File: config.mk
export PLATFORM = sky130hd
export DESIGN_NAME = cp0_unit
export DESIGN_NICKNAME = d
export VERILOG_FILES = /design/src/rtl/cp0_unit.sv
export SDC_FILE = /design/constraint.sdc
export NUM_CORES = 1
export LEC_CHECK = 0
export CAP_MARGIN = 20
export CORE_MARGIN = 2
export CORE_UTILIZATION = 43
export CTS_CLUSTER_DIAMETER = 80
export DETAILED_ROUTE_END_ITERATION = 16
export GPL_TIMING_DRIVEN = 0
export PLACE_DENSITY = 0.81
export SYNTH_ARGS = -nofsm -noshare
export SYNTH_HDL_FRONTEND = slang
export SYNTH_SLANG_ARGS = --single-unit
File: constraint.sdc
create_clock -name clk -period 3.7 [get_ports clk]
set_input_delay 0.925 -clock clk [delete_from_list [all_inputs] [get_ports clk]]
set_output_delay 0.925 -clock clk [all_outputs]
set_load 0.005 [all_outputs]
File: src/rtl/cp0_unit.sv
// Coprocessor 0: SR/Cause/EPC/PRId, mfc0/mtc0 access and the exception/interrupt flush request.
// Optional Count/Compare timer enabled by defining CP0_COUNT_EN.
module cp0_unit #(
    parameter logic [31:0] PRID_VAL  = 32'h0000_0007,
    parameter logic [31:0] EXC_ENTRY = 32'h0000_4180
) (
    input  logic        clk,
    input  logic        reset,
    input  logic [4:0]  A1,
    input  logic [4:0]  A2,
    input  logic [31:0] DIn,
    input  logic        WE,
    input  logic [31:0] M_PC,
    input  logic        BDIn,
    input  logic [4:0]  ExcCodeIn,
    input  logic [5:0]  HWInt,
    input  logic        EXLClr,
    output logic [31:0] DOut,
    output logic [31:0] EPCOut,
    output logic        Req
);

    // The handler entry is consumed by the pipeline registers; only its alignment matters here.
    if (EXC_ENTRY[1:0] != 2'b00) begin : g_bad_entry
        $error("EXC_ENTRY must be word aligned");
    end

    logic [5:0]  im;
    logic        exl;
    logic        ie;
    logic        bd;
    logic [5:0]  ip;
    logic [4:0]  exc_code;
    logic [31:0] epc;
    logic [5:0]  hw_eff;
    logic        int_req;
    logic        exc_req;
    logic [31:0] pc_al;
    logic [31:0] sr_val;
    logic [31:0] cause_val;
    logic        mtc0_ok;

`ifdef CP0_COUNT_EN
    logic [31:0] count;
    logic [31:0] compare;
    logic        timer_flag;

    assign hw_eff = {HWInt[5] | timer_flag, HWInt[4:0]};
`else
    assign hw_eff = HWInt;
`endif

    assign int_req   = (|(hw_eff & im)) & ie & ~exl;
    assign exc_req   = (ExcCodeIn != 5'd0) & ~exl;
    assign Req       = int_req | exc_req;
    assign mtc0_ok   = WE & ~Req;
    assign pc_al     = M_PC & 32'hFFFF_FFFC;
    assign sr_val    = {16'b0, im, 8'b0, exl, ie};
    assign cause_val = {bd, 15'b0, ip, 3'b0, exc_code, 2'b0};
    assign EPCOut    = epc;

    always_ff @(posedge clk) begin
        if (reset) begin
            im       <= '0;
            exl      <= 1'b0;
            ie       <= 1'b0;
            bd       <= 1'b0;
            ip       <= '0;
            exc_code <= '0;
            epc      <= '0;
        end else begin
            ip <= hw_eff;
            if (Req) begin
                exl      <= 1'b1;
                exc_code <= int_req ? 5'd0 : ExcCodeIn;
                bd       <= BDIn;
                epc      <= BDIn ? (pc_al - 32'd4) : pc_al;
            end else begin
                if (WE && A2 == 5'd12) begin
                    im  <= DIn[15:10];
                    exl <= DIn[1];
                    ie  <= DIn[0];
                end
                if (WE && A2 == 5'd14) epc <= {DIn[31:2], 2'b00};
                // eret overrides an SR write landing in the same cycle
                if (EXLClr) exl <= 1'b0;
            end
        end
    end

`ifdef CP0_COUNT_EN
    always_ff @(posedge clk) begin
        if (reset) begin
            count      <= '0;
            compare    <= '0;
            timer_flag <= 1'b0;
        end else begin
            if (count == compare && compare != 32'd0) timer_flag <= 1'b1;
            if (mtc0_ok && A2 == 5'd11) begin
                compare    <= DIn;
                timer_flag <= 1'b0;
            end
            if (mtc0_ok && A2 == 5'd9) count <= DIn;
            else                       count <= count + 32'd1;
        end
    end
`endif

    always_comb begin
        DOut = 32'd0;
        case (A1)
            5'd12:   DOut = sr_val;
            5'd13:   DOut = cause_val;
            5'd14:   DOut = epc;
            5'd15:   DOut = PRID_VAL;
`ifdef CP0_COUNT_EN
            5'd9:    DOut = count;
            5'd11:   DOut = compare;
`endif
            default: DOut = 32'd0;
        endcase
    end

endmodule

==> impl_metrics.env <==
export IMPL_synth_seq_area_share_pct=27.86
export IMPL_synth_seq_cells=50
export IMPL_p_switching_mw=0.4125
export IMPL_arrival_ns=2.74
export IMPL_async_reset_ff_share_pct=0
export IMPL_fin_crit_sh_pct=98.97
export IMPL_clkTransAtPathRegs_ns=0.10
export IMPL_pin_count=155
export IMPL_worstSetupPathType="input pin to primary output"
export IMPL_pwr_share_comb_pct=29.8
export IMPL_grt_pass1_vias=3964
export IMPL_die_height_um=95.42
export IMPL_multiInputGateArea_um2=2320
export IMPL_min_period_ns=3.662
export IMPL_dp_cells=714
export IMPL_viasPerCell=5.949
export IMPL_tightest_slew_ns=0.7474
export IMPL_design_die_area_um2=9104
export IMPL_power_internal_mw=1.012
export IMPL_drive_gt1_share_pct=7.407
export IMPL_n_antenna_cell=0
export IMPL_synth_simple_gate_area_share_pct=28.66
export IMPL_synthAdderAreaFrac_pct=0.3482
export IMPL_top_layer="met4"
export IMPL_drv_slew=0
export IMPL_stdcell_count=726
export IMPL_max_cap_violations=0
export IMPL_drt_total_wl_mm=13.40
export IMPL_antenna_found_initial=0
export IMPL_cts_buffers=5
export IMPL_cts_htree_levels=2
export IMPL_hpwlAfterDp_mm=10.49
export IMPL_p_per_area_nw_per_um2=262.6
export IMPL_synth_edf_count=0
export IMPL_ys_flop_type="dfxtp_1"
export IMPL_vias=4319
export IMPL_avgSynthCellArea_um2=7.812
export IMPL_fp_dieW_um=95.42
export IMPL_crit_path_start_kind="input pin"
export IMPL_setup_viol=0
export IMPL_synth_top_family_by_area="simple AND/OR/NAND/NOR gates"
export IMPL_std_cell_rows=33
export IMPL_fmaxAchievable_ghz=0.2731
export IMPL_yosysUniqueCellTypes=50
export IMPL_core_area_um2=8175
export IMPL_hold_ws_ns=0.4838
export IMPL_wl_met2_mm=6.445
export IMPL_synth_xor_area_share_pct=2.194
export IMPL_synthMuxAreaShare_pct=5.571
export IMPL_synth_top_area_share_pct=27.86
export IMPL_synthesis_area_um2=3593
export IMPL_dr_wl_met3_mm=1.145
export IMPL_remaining_drc_errors=0
export IMPL_track_usage_pct=28.76
export IMPL_synth_compound_area_share_pct=26.46
export IMPL_yosysTopAreaCell="dfxtp_1"
export IMPL_grt_pass1_wl_mm=20.25
export IMPL_p_clk_share_pct=27.1
export IMPL_finalHoldViolations=0
export IMPL_cts_tree="built"
export IMPL_placement_io_buffers=148
export IMPL_grt_ovfl_total=0
export IMPL_status="completed"
export IMPL_drt_first_pass_iters=5
export IMPL_yosys_warnings=0
export IMPL_maxSlewHeadroom_pct=49.90
export IMPL_clk_latency_ns=0.31
export IMPL_start_util_pct=43.95
export IMPL_leakage_nw=1.830
export IMPL_grt_max_degree=15
export IMPL_ir_drop_mv=0.2112
export IMPL_clock_sinks=50
export IMPL_seqPwrFrac_pct=43.1
export IMPL_regArea_um2=1001
export IMPL_synth_area_top_cells="dfxtp_1, nor4_1, o31a_1"
export IMPL_cp_required_ns=2.77
export IMPL_gp_congestion=0.8930
export IMPL_finClkSkew_ns=0.009499
export IMPL_endpoint_kind="primary output"
export IMPL_nFillCells=691
export IMPL_area_growth_pct=50.94
export IMPL_switching_share_pct=28.96
export IMPL_wl_met1_mm=5.632
export IMPL_syn_inst=460
export IMPL_drt_iter0_drc=337
export IMPL_drtAntennaViolNets=0
export IMPL_root_buffer="clkbuf_8"
export IMPL_worstPathMaxFanout=10
export IMPL_clock_path_buffers=2
export IMPL_wire_per_inst_um=18.45
export IMPL_nets=711
export IMPL_hold_class="register to register"
[synth_stat cells, types with 5 or more instances]
cell type,instances
dfxtp_1,50
clkbuf_1,40
nor4_1,37
inv_1,28
nor2_1,28
o31a_1,23
nand2_1,21
mux2i_1,20
and2_1,18
o41ai_1,18
a211oi_1,17
a21oi_1,17
a31oi_1,15
or4_1,15
o31ai_1,13
nor2b_1,9
or3_1,8
nand3_1,7
xnor2_1,7
nor3_1,6
a22oi_1,5
or3b_2,5
[power by group through the flow]
| stage | clock network (mW) | registers, mW | logic (mW) |
|---|---|---|---|
| 2_1_floorplan | 0 | 0.615 | 0.174 |
| 3_3_place_gp | 0 | 0.625 | 0.397 |
| 3_5_place_dp | 0 | 0.625 | 0.404 |
| 4_1_cts | 0.383 | 0.613 | 0.416 |
| 5_1_grt | 0.412 | 0.618 | 0.455 |
| 6_report | 0.386 | 0.614 | 0.424 |
[what timing repair did]
item,in CTS,in global routing
hold buffers,0,0
pin swaps,2,0
endpoints found under the setup margin,30,28
gates resized for setup,19,5
setup buffers,3,3
[sequential cells by signal, summed over array words and instances, names as in the netlist]
name / flops
EPCOut: 30
im: 6
ip: 6
exc_code: 5
bd: 1
exl: 1
ie: 1
[worst max-delay path, cell delays in order]
cell and delay, ns:
clkdlybuf4s50_1 0.40, nand3b_1 0.30, nor2b_4 0.23, clkbuf_4 0.23, and2_1 0.15, clkdlybuf4s50_1 0.51
[cells by family (layout without fill, tap and decap cells)]
kind of cell / after synthesis / after routing
other cells: 1 / 2
buf+inv: 77 / 237
compound gates: 127 / 127
xor+xnor: 9 / 9
flops: 50 / 50
fa+ha+maj: 1 / 1
simple gates: 175 / 175
mux: 20 / 20
[worst paths after layout]
kind / startpoint / to / slack [ns] / cells past startpoint
setup reg to reg: exl / EPCOut[21] / 1.11 / 6
hold / removal: im[2] / im[2] / 0.48 / 2
hold reg to reg: im[2] / im[2] / 0.48 / 2
setup / recovery: A1[4] / DOut[22] / 0.04 / 6
[placed cells by master (no fill, tap or decap), types with 7 or more instances in the layout]
master | Yosys | routed
or4_1 | 15 | 15
a31oi_1 | 15 | 15
clkdlybuf4s50_1 | 0 | 146
nor2_1 | 28 | 27
and2_1 | 18 | 18
a211oi_1 | 17 | 17
nor4_1 | 37 | 37
buf_4 | 2 | 8
o31ai_1 | 13 | 13
nand2_1 | 21 | 21
inv_1 | 28 | 27
o41ai_1 | 18 | 18
xnor2_1 | 7 | 7
o31a_1 | 23 | 23
clkbuf_1 | 40 | 36
dfxtp_1 | 50 | 50
nand3_1 | 7 | 7
or3_1 | 8 | 8
a21oi_1 | 17 | 16
mux2i_1 | 20 | 20
[layer usage]
layer	GRT usage [%]	vias up
met5	0	-
met1	38.85	2033
met4	6.429	0
met2	48.30	204
met3	4.664	12
li1	-	2070
[area by class of cell]
class | instances | area share (%)
Buffer | 47 | 4.221
Clock buffer | 7 | 1.407
Clock inverter | 1 | 0.5536
Inverter | 28 | 2.007
Multi-Input combinational cell | 334 | 42.77
Sequential cell | 50 | 18.45
Tap cell | 105 | 2.422
Timing Repair Buffer | 154 | 28.17
[stage by stage]
step | instance area, µm² | util [%] | TNS (ns) | worst slack, ns | total power [mW]
2_1_floorplan | 3597 | - | 0 | 0.4300 | 0.7891
3_3_place_gp | 5210 | 63.73 | -15.26 | -0.9143 | 1.021
3_5_place_dp | 5210 | 63.73 | -16.97 | -0.9665 | 1.029
4_1_cts | 5393 | 65.96 | 0 | 0.009020 | 1.412
5_1_grt | 5424 | 66.35 | -0.2573 | -0.03333 | 1.484
6_report | 5424 | 66.35 | 0 | 0.03807 | 1.424
Note: power is estimated with default switching activity, not from simulation.
==> variant: new RTL, same settings <==
Build with the macro `CP0_COUNT_EN` defined.
--- a/src/rtl/cp0_unit.sv
+++ b/src/rtl/cp0_unit.sv
@@ -1,5 +1,7 @@
 // Coprocessor 0: SR/Cause/EPC/PRId, mfc0/mtc0 access and the exception/interrupt flush request.
 // Optional Count/Compare timer enabled by defining CP0_COUNT_EN.
+`define CP0_COUNT_EN
+
 module cp0_unit #(
     parameter logic [31:0] PRID_VAL  = 32'h0000_0007,
     parameter logic [31:0] EXC_ENTRY = 32'h0000_4180
Formal check against the unedited RTL: not equivalent (a bounded check fails within 4 cycles, from zero or initial values and one cycle with reset high).
==> variant against the unedited design <==
Fmax is 0.11% higher; cell area is 77% higher; first-iteration DRC count grew to 3.4 times the old value; synthesized cell count is 90% higher; sequential cell count is 65 higher; clock skew hardly changed; wire length is 110% higher; count of clock-buffer cells in the layout is 12 higher; power is 140% higher; clock power grew to 4.0 times the old value; cell count is 77% higher; synthesized area is 96% higher; setup slack better by 0.0039 ns; critical endpoint is now DOut[12]; largest cell class unchanged; largest power group is now the clock network.
==> variant: results (changes against the unedited design) <==
Clock network
  • H-tree depth: 4 (+2)
  • CTS buffer count: 17 (+12)
  • Reg clk slew, reported paths: 0.06 ns (-0.04 ns)
  • Clock latency on the worst-skew pair: 0.43 ns (+0.12 ns)

Power and ir drop
  • Worst vdd ir: 333 uV (+57%)
  • Combinational cell power: 0.522 mW (+23%)
  • Leak: 3.38 nW (+84%)

Placement
  • Placer Congestion: 0.985 (+10%)
  • # port buffers: 147 (-0.68%)
  • Pre-CTS WS: -1.11 ns (-0.146 ns)
  • Placed cell area: 0.00878 mm2 (+68%)
  • Dpl cells: 1239 (+74%)
  • HPWL after DPL: 20800 um (+98%)

Global routing
  • First-pass GRT wire length: 42000 um (+110%)
  • Largest net degree at the start of global routing: 17 (+2)
  • Met3 usage: 6.50% (+1.8 points)
  • Grt met1 use: 40.2% (+1.4 points)

Finish
  • Fillers: 1419 (+110%)
  • Clock buffers and inverters, area share: 5.69% (+3.7 points)
  • Buffers excl. clock: 238 (+18%)
  • CLK BUF: 19 (+12)
  • Multi-Input Combinational: 673 (+100%)
  • NonClk Buf Share: 20.2% (-12 points)
  • Layout area overhead: 36.2%
  • Nonclk inv count: 10 (-64%)

Detailed routing
  • Met1 wire length: 10800 um (+92%)
  • Detailed-route via count: 7931 (+84%)
  • Met2 Wirelength: 12300 um (+91%)
  • Initial drt markers: 1138 (+240%)

Critical path
  • Worst r2r dst: count[18]
  • FF-to-FF setup slack: 0.88 ns (-0.23 ns)
  • Critical path capture point: DOut[12]
  • R2R cell count: 7 (+1)
  • Crit path from: A1[3]
  • Worst EP arrival: 2.73 ns (about the same)

Synth
  • Average size of a mapped cell: 8.04 um2 (+2.9%)
  • Post-synthesis cell type count: 57 (+14%)

STA
  • Slew headroom: 35.9% (-14 points)
  • Post-route clock skew: 0.00950 ns (+0.00000269 ns)

Status
  • Status: complete, no violations

Die
  • Well Taps: 216 (+110%)
-- variant: cell types whose count changed after synthesis, sizes merged, moves of 33 or more --
cell	unedited run	this run
xnor2	7	77
nand2	21	59
a21oi	17	56
o21ai	4	38
nor3	8	47
dfxtp	50	115
nor2	28	61
nand3	7	60
-- variant: what timing repair did --
action,CTS,global route
buffers inserted,12,1
endpoints found under the hold margin,0,0
pin swaps,4,2
cloned,1,0
endpoints found under the setup margin,33,6
resized for setup,88,8
-- variant: cells by family (layout without fill, tap and decap cells) --
family | count (synthesis) | after routing | synth area share [%]
compound gates | 201 | 201 | 18.9
xor+xnor | 88 | 88 | 11.0
fa+ha+maj | 2 | 2 | 0.356
buf+inv | 88 | 280 | 4.95
flops | 115 | 115 | 32.7
mux | 59 | 59 | 8.54
other cells | 1 | 2 | 0.0533
simple gates | 321 | 321 | 23.5
